## config.mk

```make
export PLATFORM = sky130hd
export DESIGN_NAME = ama_riscv_mem_arb
export DESIGN_NICKNAME = d
export VERILOG_FILES = /design/src/rtl/ama_riscv_mem_arb.sv
export SDC_FILE = /design/constraint.sdc
export NUM_CORES = 1
export LEC_CHECK = 0
export ABC_AREA = 0
export CORE_AREA = 3 3 189 191
export DETAILED_ROUTE_END_ITERATION = 16
export DIE_AREA = 0 0 192 194
export GPL_ROUTABILITY_DRIVEN = 0
export SETUP_SLACK_MARGIN = 0.2
export SYNTH_ARGS = -nofsm -noshare
export SYNTH_HDL_FRONTEND = slang
export SYNTH_SLANG_ARGS = --single-unit
```

## constraint.sdc

```tcl
create_clock -name clk -period 7.1 [get_ports clk]
set_input_delay 0.71 -clock clk [delete_from_list [all_inputs] [get_ports clk]]
set_output_delay 0.71 -clock clk [all_outputs]
set_load 0.01 [all_outputs]
```

## src/rtl/ama_riscv_mem_arb.sv

```systemverilog
`default_nettype none
// ============================================================================
// Module   : ama_riscv_mem_arb
// Brief    : Two-client (icache / dcache) read arbiter for the single main
//            memory port. Grants whole cache-line bursts, tags every issued
//            beat with its owner and routes in-order responses back.
//            Supports icache abort of a wrong-path burst.
// Options  : MEM_ARB_RR_EN - round-robin idle arbitration
//                            (default: fixed dcache priority)
// Revision : 1.0 - initial release
// ============================================================================
module ama_riscv_mem_arb #(
  parameter int BEATS        = 4,   // memory transfers per cache line
  parameter int OUTST_DEPTH  = 8,   // outstanding-beat tag FIFO depth
  parameter int MEM_ADDR_BUS = 32,
  parameter int MEM_DATA_BUS = 128
) (
  input  logic                    clk,
  input  logic                    rst,
  input  logic                    ic_abort,
  input  logic                    ic_req_valid,
  output logic                    ic_req_ready,
  input  logic [MEM_ADDR_BUS-1:0] ic_req_addr,
  output logic                    ic_rsp_valid,
  output logic [MEM_DATA_BUS-1:0] ic_rsp_data,
  input  logic                    dc_req_valid,
  output logic                    dc_req_ready,
  input  logic [MEM_ADDR_BUS-1:0] dc_req_addr,
  output logic                    dc_rsp_valid,
  output logic [MEM_DATA_BUS-1:0] dc_rsp_data,
  output logic                    mem_req_valid,
  input  logic                    mem_req_ready,
  output logic [MEM_ADDR_BUS-1:0] mem_req_addr,
  input  logic                    mem_rsp_valid,
  output logic                    mem_rsp_ready,
  input  logic [MEM_DATA_BUS-1:0] mem_rsp_data
);

  localparam int CNT_W = $clog2(BEATS);
  localparam int PTR_W = $clog2(OUTST_DEPTH);

  localparam logic [1:0] ARB_IDLE = 2'd0;
  localparam logic [1:0] ARB_IC   = 2'd1;
  localparam logic [1:0] ARB_DC   = 2'd2;

  // Tag owner encoding
  localparam logic OWN_IC = 1'b0;
  localparam logic OWN_DC = 1'b1;

  localparam logic [CNT_W-1:0] LAST_BEAT = CNT_W'(BEATS - 1);
  localparam logic [PTR_W:0]   FULL_CNT  = (PTR_W + 1)'(OUTST_DEPTH);

  logic [1:0]             state_q, state_d;
  logic [CNT_W-1:0]       cnt_q, cnt_d;
  logic [PTR_W-1:0]       wr_ptr_q, wr_ptr_d;
  logic [PTR_W-1:0]       rd_ptr_q, rd_ptr_d;
  logic [PTR_W:0]         count_q, count_d;
  logic [OUTST_DEPTH-1:0] tag_owner_q, tag_owner_d;
  logic [OUTST_DEPTH-1:0] tag_drop_q, tag_drop_d;

  logic ic_can;
  logic grant_ic;
  logic grant_dc;
  logic fifo_full;
  logic fifo_empty;
  logic abort;
  logic owner_valid;
  logic accept;
  logic pop;
  logic head_owner;
  logic head_drop;

  assign ic_can = ic_req_valid && !ic_abort;

`ifdef MEM_ARB_RR_EN
  logic last_dc_q, last_dc_d;

  // Round-robin idle arbitration: on conflict, favour the client that lost last time
  always_comb begin
    grant_dc  = dc_req_valid && (!ic_can || !last_dc_q);
    grant_ic  = ic_can && !grant_dc;
    last_dc_d = last_dc_q;
    if ((state_q == ARB_IDLE) && (grant_dc || grant_ic)) begin
      last_dc_d = grant_dc;
    end
  end

  // Last-grant history; resets to icache so the dcache wins the first conflict
  always_ff @(posedge clk) begin
    if (rst) begin
      last_dc_q <= 1'b0;
    end else begin
      last_dc_q <= last_dc_d;
    end
  end
`else
  // Fixed-priority idle arbitration: dcache always wins
  always_comb begin
    grant_dc = dc_req_valid;
    grant_ic = ic_can && !dc_req_valid;
  end
`endif

  // Request-side datapath: owner selection, FIFO-full gating and abort squash
  always_comb begin
    fifo_full     = (count_q == FULL_CNT);
    fifo_empty    = (count_q == '0);
    abort         = ic_abort && (state_q == ARB_IC);
    owner_valid   = 1'b0;
    mem_req_addr  = '0;
    ic_req_ready  = 1'b0;
    dc_req_ready  = 1'b0;
    case (state_q)
      ARB_IC: begin
        owner_valid  = ic_req_valid && !ic_abort;
        mem_req_addr = ic_req_addr;
        ic_req_ready = !ic_abort && mem_req_ready && !fifo_full;
      end
      ARB_DC: begin
        owner_valid  = dc_req_valid;
        mem_req_addr = dc_req_addr;
        dc_req_ready = mem_req_ready && !fifo_full;
      end
      default: ;
    endcase
    mem_req_valid = owner_valid && !fifo_full;
    accept        = mem_req_valid && mem_req_ready;
  end

  // Response routing: pop the head tag on every accepted response
  always_comb begin
    pop          = mem_rsp_valid && mem_rsp_ready && !fifo_empty;
    head_owner   = tag_owner_q[rd_ptr_q];
    head_drop    = tag_drop_q[rd_ptr_q];
    // An abort in the same cycle also kills the response being popped
    ic_rsp_valid = pop && (head_owner == OWN_IC) && !head_drop && !abort;
    dc_rsp_valid = pop && (head_owner == OWN_DC);
    ic_rsp_data  = mem_rsp_data;
    dc_rsp_data  = mem_rsp_data;
  end

  // Burst FSM and beat counter
  always_comb begin
    state_d = state_q;
    cnt_d   = cnt_q;
    case (state_q)
      ARB_IDLE: begin
        if (grant_dc) begin
          state_d = ARB_DC;
        end else if (grant_ic) begin
          state_d = ARB_IC;
        end
      end
      ARB_IC, ARB_DC: begin
        if (abort) begin
          cnt_d   = '0;
          state_d = ARB_IDLE;
        end else if (accept) begin
          if (cnt_q == LAST_BEAT) begin
            cnt_d   = '0;
            state_d = ARB_IDLE;
          end else begin
            cnt_d = cnt_q + 1'b1;
          end
        end
      end
      default: begin
        state_d = ARB_IDLE;
        cnt_d   = '0;
      end
    endcase
  end

  // Outstanding-beat tag FIFO with abort-driven drop marking
  always_comb begin
    tag_owner_d = tag_owner_q;
    tag_drop_d  = tag_drop_q;
    wr_ptr_d    = wr_ptr_q;
    rd_ptr_d    = rd_ptr_q;
    if (accept) begin
      tag_owner_d[wr_ptr_q] = (state_q == ARB_DC) ? OWN_DC : OWN_IC;
      tag_drop_d[wr_ptr_q]  = 1'b0;
      wr_ptr_d              = wr_ptr_q + 1'b1;
    end
    if (pop) begin
      rd_ptr_d = rd_ptr_q + 1'b1;
    end
    // Every icache-owned entry is dropped; stale slots are harmless
    if (abort) begin
      tag_drop_d = tag_drop_d | ~tag_owner_d;
    end
    count_d = count_q + {{PTR_W{1'b0}}, accept} - {{PTR_W{1'b0}}, pop};
  end

  // State registers
  always_ff @(posedge clk) begin
    if (rst) begin
      state_q     <= ARB_IDLE;
      cnt_q       <= '0;
      wr_ptr_q    <= '0;
      rd_ptr_q    <= '0;
      count_q     <= '0;
      tag_owner_q <= '0;
      tag_drop_q  <= '0;
    end else begin
      state_q     <= state_d;
      cnt_q       <= cnt_d;
      wr_ptr_q    <= wr_ptr_d;
      rd_ptr_q    <= rd_ptr_d;
      count_q     <= count_d;
      tag_owner_q <= tag_owner_d;
      tag_drop_q  <= tag_drop_d;
    end
  end

  // Memory responses are always accepted outside reset
  assign mem_rsp_ready = !rst;

endmodule
`default_nettype wire
```

==> results.md <==
* Vias per cell at 3.12
* Maximum level of the CTS H-tree at 2
* Root buffer cell: sky130_fd_sc_hd__clkbuf_16
* First-pass iteration count of the detailed router at 4
* TritonCTS clock tree: built
* Number of buffers inserted by port buffering at 108
* Ratio of final minimum period to clock period at 53.3%
* Total of max-cap violations at 0
* Core Area at 34,300 µm²
* Netlist Area Pre-Place at 4200 µm²
* Total routing resource utilization after global routing at 6.67%
* Count of antenna-violating nets left after detailed routing at 0
* Diode insertion count for antenna repair at 0
* Measured slew at the worst slew-check pin at 1.03 ns
* Type of destination of the critical path: output pin
* Post-layout net count at 566
* Power density cells at 212 nW/µm²
* Post-CTS clock slew at the launch and capture registers of the worst setup and hold paths at 0.05 ns
* Number of buffers inserted to repair setup after CTS at 0
* Total of cells resized after clock tree synthesis at 0
* Dominant combinational cell family by area after synthesis: buffers and inverters
* Number of flops mapped to enable cells by yosys at 0
* Most common cell type on the critical path: sky130_fd_sc_hd__nand2_1
* Maximum number of pins on one net before global-route repair at 43
* Die Footprint at 37,200 µm²
* Share of synthesized area spent on multiplexers at 5.00%
* DRT iter0 DRCs at 123
* Setup TNS at 0 ns
* Time the worst path needs with I/O delays and setup at 3.78 ns
* Final HPWL from detailed placement at 11.2 mm
* Post-Syn Area per Cell at 8.18 µm²
* Initial Util at 12.3%
* Post-synthesis net count at 726
* Global-route wire length before repair at 18.2 mm
* Final number of max-transition violations at 0
* Number of remaining DRC errors at 0
* Post-synthesis sequential area ratio at 14.3%
* Type of the setup path with the least slack: reg2out
* Compound-cell area share of the yosys netlist at 12.5%
* Synthesis Warnings at 0
* CP arrival at 3.07 ns
* Adder-cell share of the synthesized area at 4.05%
* Top cell type's share of synthesized area at 46.1%
* Width of the chip at 192 µm
* Hold violation total from the final report at 0
* Via count at 2,527
* Post-synthesis xor/xnor area fraction at 1.04%
* Netlist cell types at 43
* Growth of design area from synthesis to finish at -4.76%
* Worst path cell trace: inv_1 > ha_2 > nand2_2 > nand2_1 > nand2_1 > nor2_1 > clkdlybuf4s50_1
* Worst max-slew margin expressed relative to the limit at 31.4%
* Maximum number of buffers from clock root to sink at 2
* Die Height at 194 µm
* Worst path slowest cell: sky130_fd_sc_hd__ha_2
* Crit path buffers/inverters at 2
* Worst-path fanout max at 42
* Setup repair after global routing missed its margin: no
* Tightest Hold Check Type: reg2reg
* WL per Instance at 16.8 µm
* Clock Latency Late Sink at 0.27 ns
* Setup violations, final at 0
* Via count of the first global-routing pass at 2,552
* Required time reported for the critical path endpoint at 6.39 ns
* Gate Count Post-Synth at 514
* Max Fclk at 264 MHz
* Simple logic cell fraction of the synthesized area at 13.9%
* Critical path startpoint category: flip-flop
* Ratio of cells with drive above 1 in the final layout at 8.45%
* Total number of placement rows at 68
* LEAKAGE at 0.00120 µW
* Top FF cell, synth: sky130_fd_sc_hd__dfxtp_1
* Maximum clock skew at final layout at 0.00533 ns
* GRT overflow at 0
* Power consumption at 848 µW
* TritonCTS Buffers at 5
* Maximum single-stage delay on the critical path at 0.88 ns
* Synth Register Bits at 30
* Status: finished, final reports clean
* Final wirelength at 13.6 mm
* Delay-heaviest family, CP: simple AND/OR/NAND/NOR gates
* Largest vdd supply drop at 0.0951 mV
* Leading cell types by total area after synthesis: sky130_fd_sc_hd__buf_4, sky130_fd_sc_hd__dfxtp_1, sky130_fd_sc_hd__a22oi_1
* Number of antenna violations at the first check in global routing at 0
* I/O pin count at 493
* Sinks on the clock net at 30
* Ys async rst share at 0%
* Post-synthesis cell type with the largest combined area: sky130_fd_sc_hd__buf_4
* Number of hold buffers added after CTS at 0
[cell type report]
class                   instances  area [µm²]
multi-input cells             197        1540
clock inverters                 1        30.0
well taps                     455         569
repair buffers                110        1100
fillers                      3887       30300
inverters                      10        37.5
flip-flops and latches         30         601
clock buffers                   7         133
[synthesized netlist by cell type, types with 3 or more instances]
master / number
sky130_fd_sc_hd__clkbuf_1: 14
sky130_fd_sc_hd__nand2_1: 10
sky130_fd_sc_hd__nor2_1: 37
sky130_fd_sc_hd__nor3_1: 10
sky130_fd_sc_hd__dfxtp_1: 30
sky130_fd_sc_hd__mux2i_1: 12
sky130_fd_sc_hd__a22oi_1: 32
sky130_fd_sc_hd__buf_6: 3
sky130_fd_sc_hd__nor2b_1: 34
sky130_fd_sc_hd__xnor2_1: 3
sky130_fd_sc_hd__ha_1: 12
sky130_fd_sc_hd__mux4_2: 4
sky130_fd_sc_hd__buf_4: 258
sky130_fd_sc_hd__inv_1: 10
sky130_fd_sc_hd__a2111oi_2: 6
sky130_fd_sc_hd__nand3_1: 3
[tightest hold or removal path: cells and delay by family (launching register included)]
family | cells | cell delay [ns]
DFF | 1 | 0.30
and+or+nand+nor | 2 | 0.14
[cells by family (layout without fill, tap and decap cells)]
group | count (synthesis) | in the layout
fa+ha+maj | 13 | 13
buf+inv | 287 | 128
flops | 30 | 30
compound gates | 56 | 56
simple gates | 107 | 107
mux | 16 | 16
xor+xnor | 5 | 5
[stage by stage]
stage / cells / instance area, µm² / hold slack [ns] / util, % / setup WS (ns)
final: 810 / 4000 / 0.486 / 11.7 / 3.32
after global routing: 810 / 4000 / 0.507 / 11.7 / 3.07
after CTS: 810 / 4000 / 0.487 / 11.7 / 3.19
after detailed placement: 802 / 3840 / 0.480 / 11.2 / 3.38
after global placement: 802 / 3840 / 0.475 / 11.2 / 3.48
after floorplan: 514 / 4200 / 0.458 / - / 4.62
[placed cells by master (no fill, tap or decap), types with 2 or more instances in the layout]
cell                              count
sky130_fd_sc_hd__clkdlybuf4s50_1    108
sky130_fd_sc_hd__nor2_1              37
sky130_fd_sc_hd__nor2b_1             34
sky130_fd_sc_hd__a22oi_1             32
sky130_fd_sc_hd__dfxtp_1             30
sky130_fd_sc_hd__mux2i_1             12
sky130_fd_sc_hd__nand2_1             10
sky130_fd_sc_hd__inv_1               10
sky130_fd_sc_hd__nor3_1              10
sky130_fd_sc_hd__ha_1                10
sky130_fd_sc_hd__a2111oi_2            6
sky130_fd_sc_hd__clkbuf_16            5
sky130_fd_sc_hd__mux4_2               4
sky130_fd_sc_hd__nand3_1              3
sky130_fd_sc_hd__xnor2_1              3
sky130_fd_sc_hd__o31ai_1              2
sky130_fd_sc_hd__nand2b_1             2
sky130_fd_sc_hd__nand3b_1             2
sky130_fd_sc_hd__a2111oi_4            2
sky130_fd_sc_hd__or3b_1               2
sky130_fd_sc_hd__a31oi_1              2
sky130_fd_sc_hd__xor2_1               2
sky130_fd_sc_hd__a21oi_1              2
sky130_fd_sc_hd__ha_2                 2
sky130_fd_sc_hd__clkbuf_1             2
sky130_fd_sc_hd__buf_4                2
[registers in the layout, indices dropped and copies added (netlist names)]
signal,cells
tag_drop_q,8
state_q,2
wr_ptr_q,3
cnt_q,2
tag_owner_q,8
count_q,4
rd_ptr_q,3
[worst paths after layout]
| check | to | start | cells after the start | slack (ns) |
|---|---|---|---|---|
| setup / recovery | mem_req_valid | state_q[0]$_SDFFE_PP0P_ | 7 | 3.32 |
| hold / removal | tag_drop_q[2]$_SDFF_PP0_ | tag_drop_q[2]$_SDFF_PP0_ | 2 | 0.49 |
| setup reg to reg | count_q[2]$_SDFF_PP0_ | state_q[0]$_SDFFE_PP0P_ | 11 | 3.42 |
| hold reg to reg | tag_drop_q[2]$_SDFF_PP0_ | tag_drop_q[2]$_SDFF_PP0_ | 2 | 0.49 |
[where the power goes]
part	switching [µW]	leakage (µW)	total, µW	internal [µW]
Sequential	20.5	0.000243	208	187
Clock	68.8	0.0000781	234	165
Combinational	210	0.000874	406	196
[per-layer routing]
layer / track usage [%] / vias up / routed length, µm
met4: 2.70 / 2 / 517
li1: - / 1122 / -
met2: 11.9 / 225 / 6830
met1: 5.29 / 1121 / 3650
met3: 5.08 / 57 / 2530
met5: 1.72 / - / 84
(Power assumes the default switching activity.)
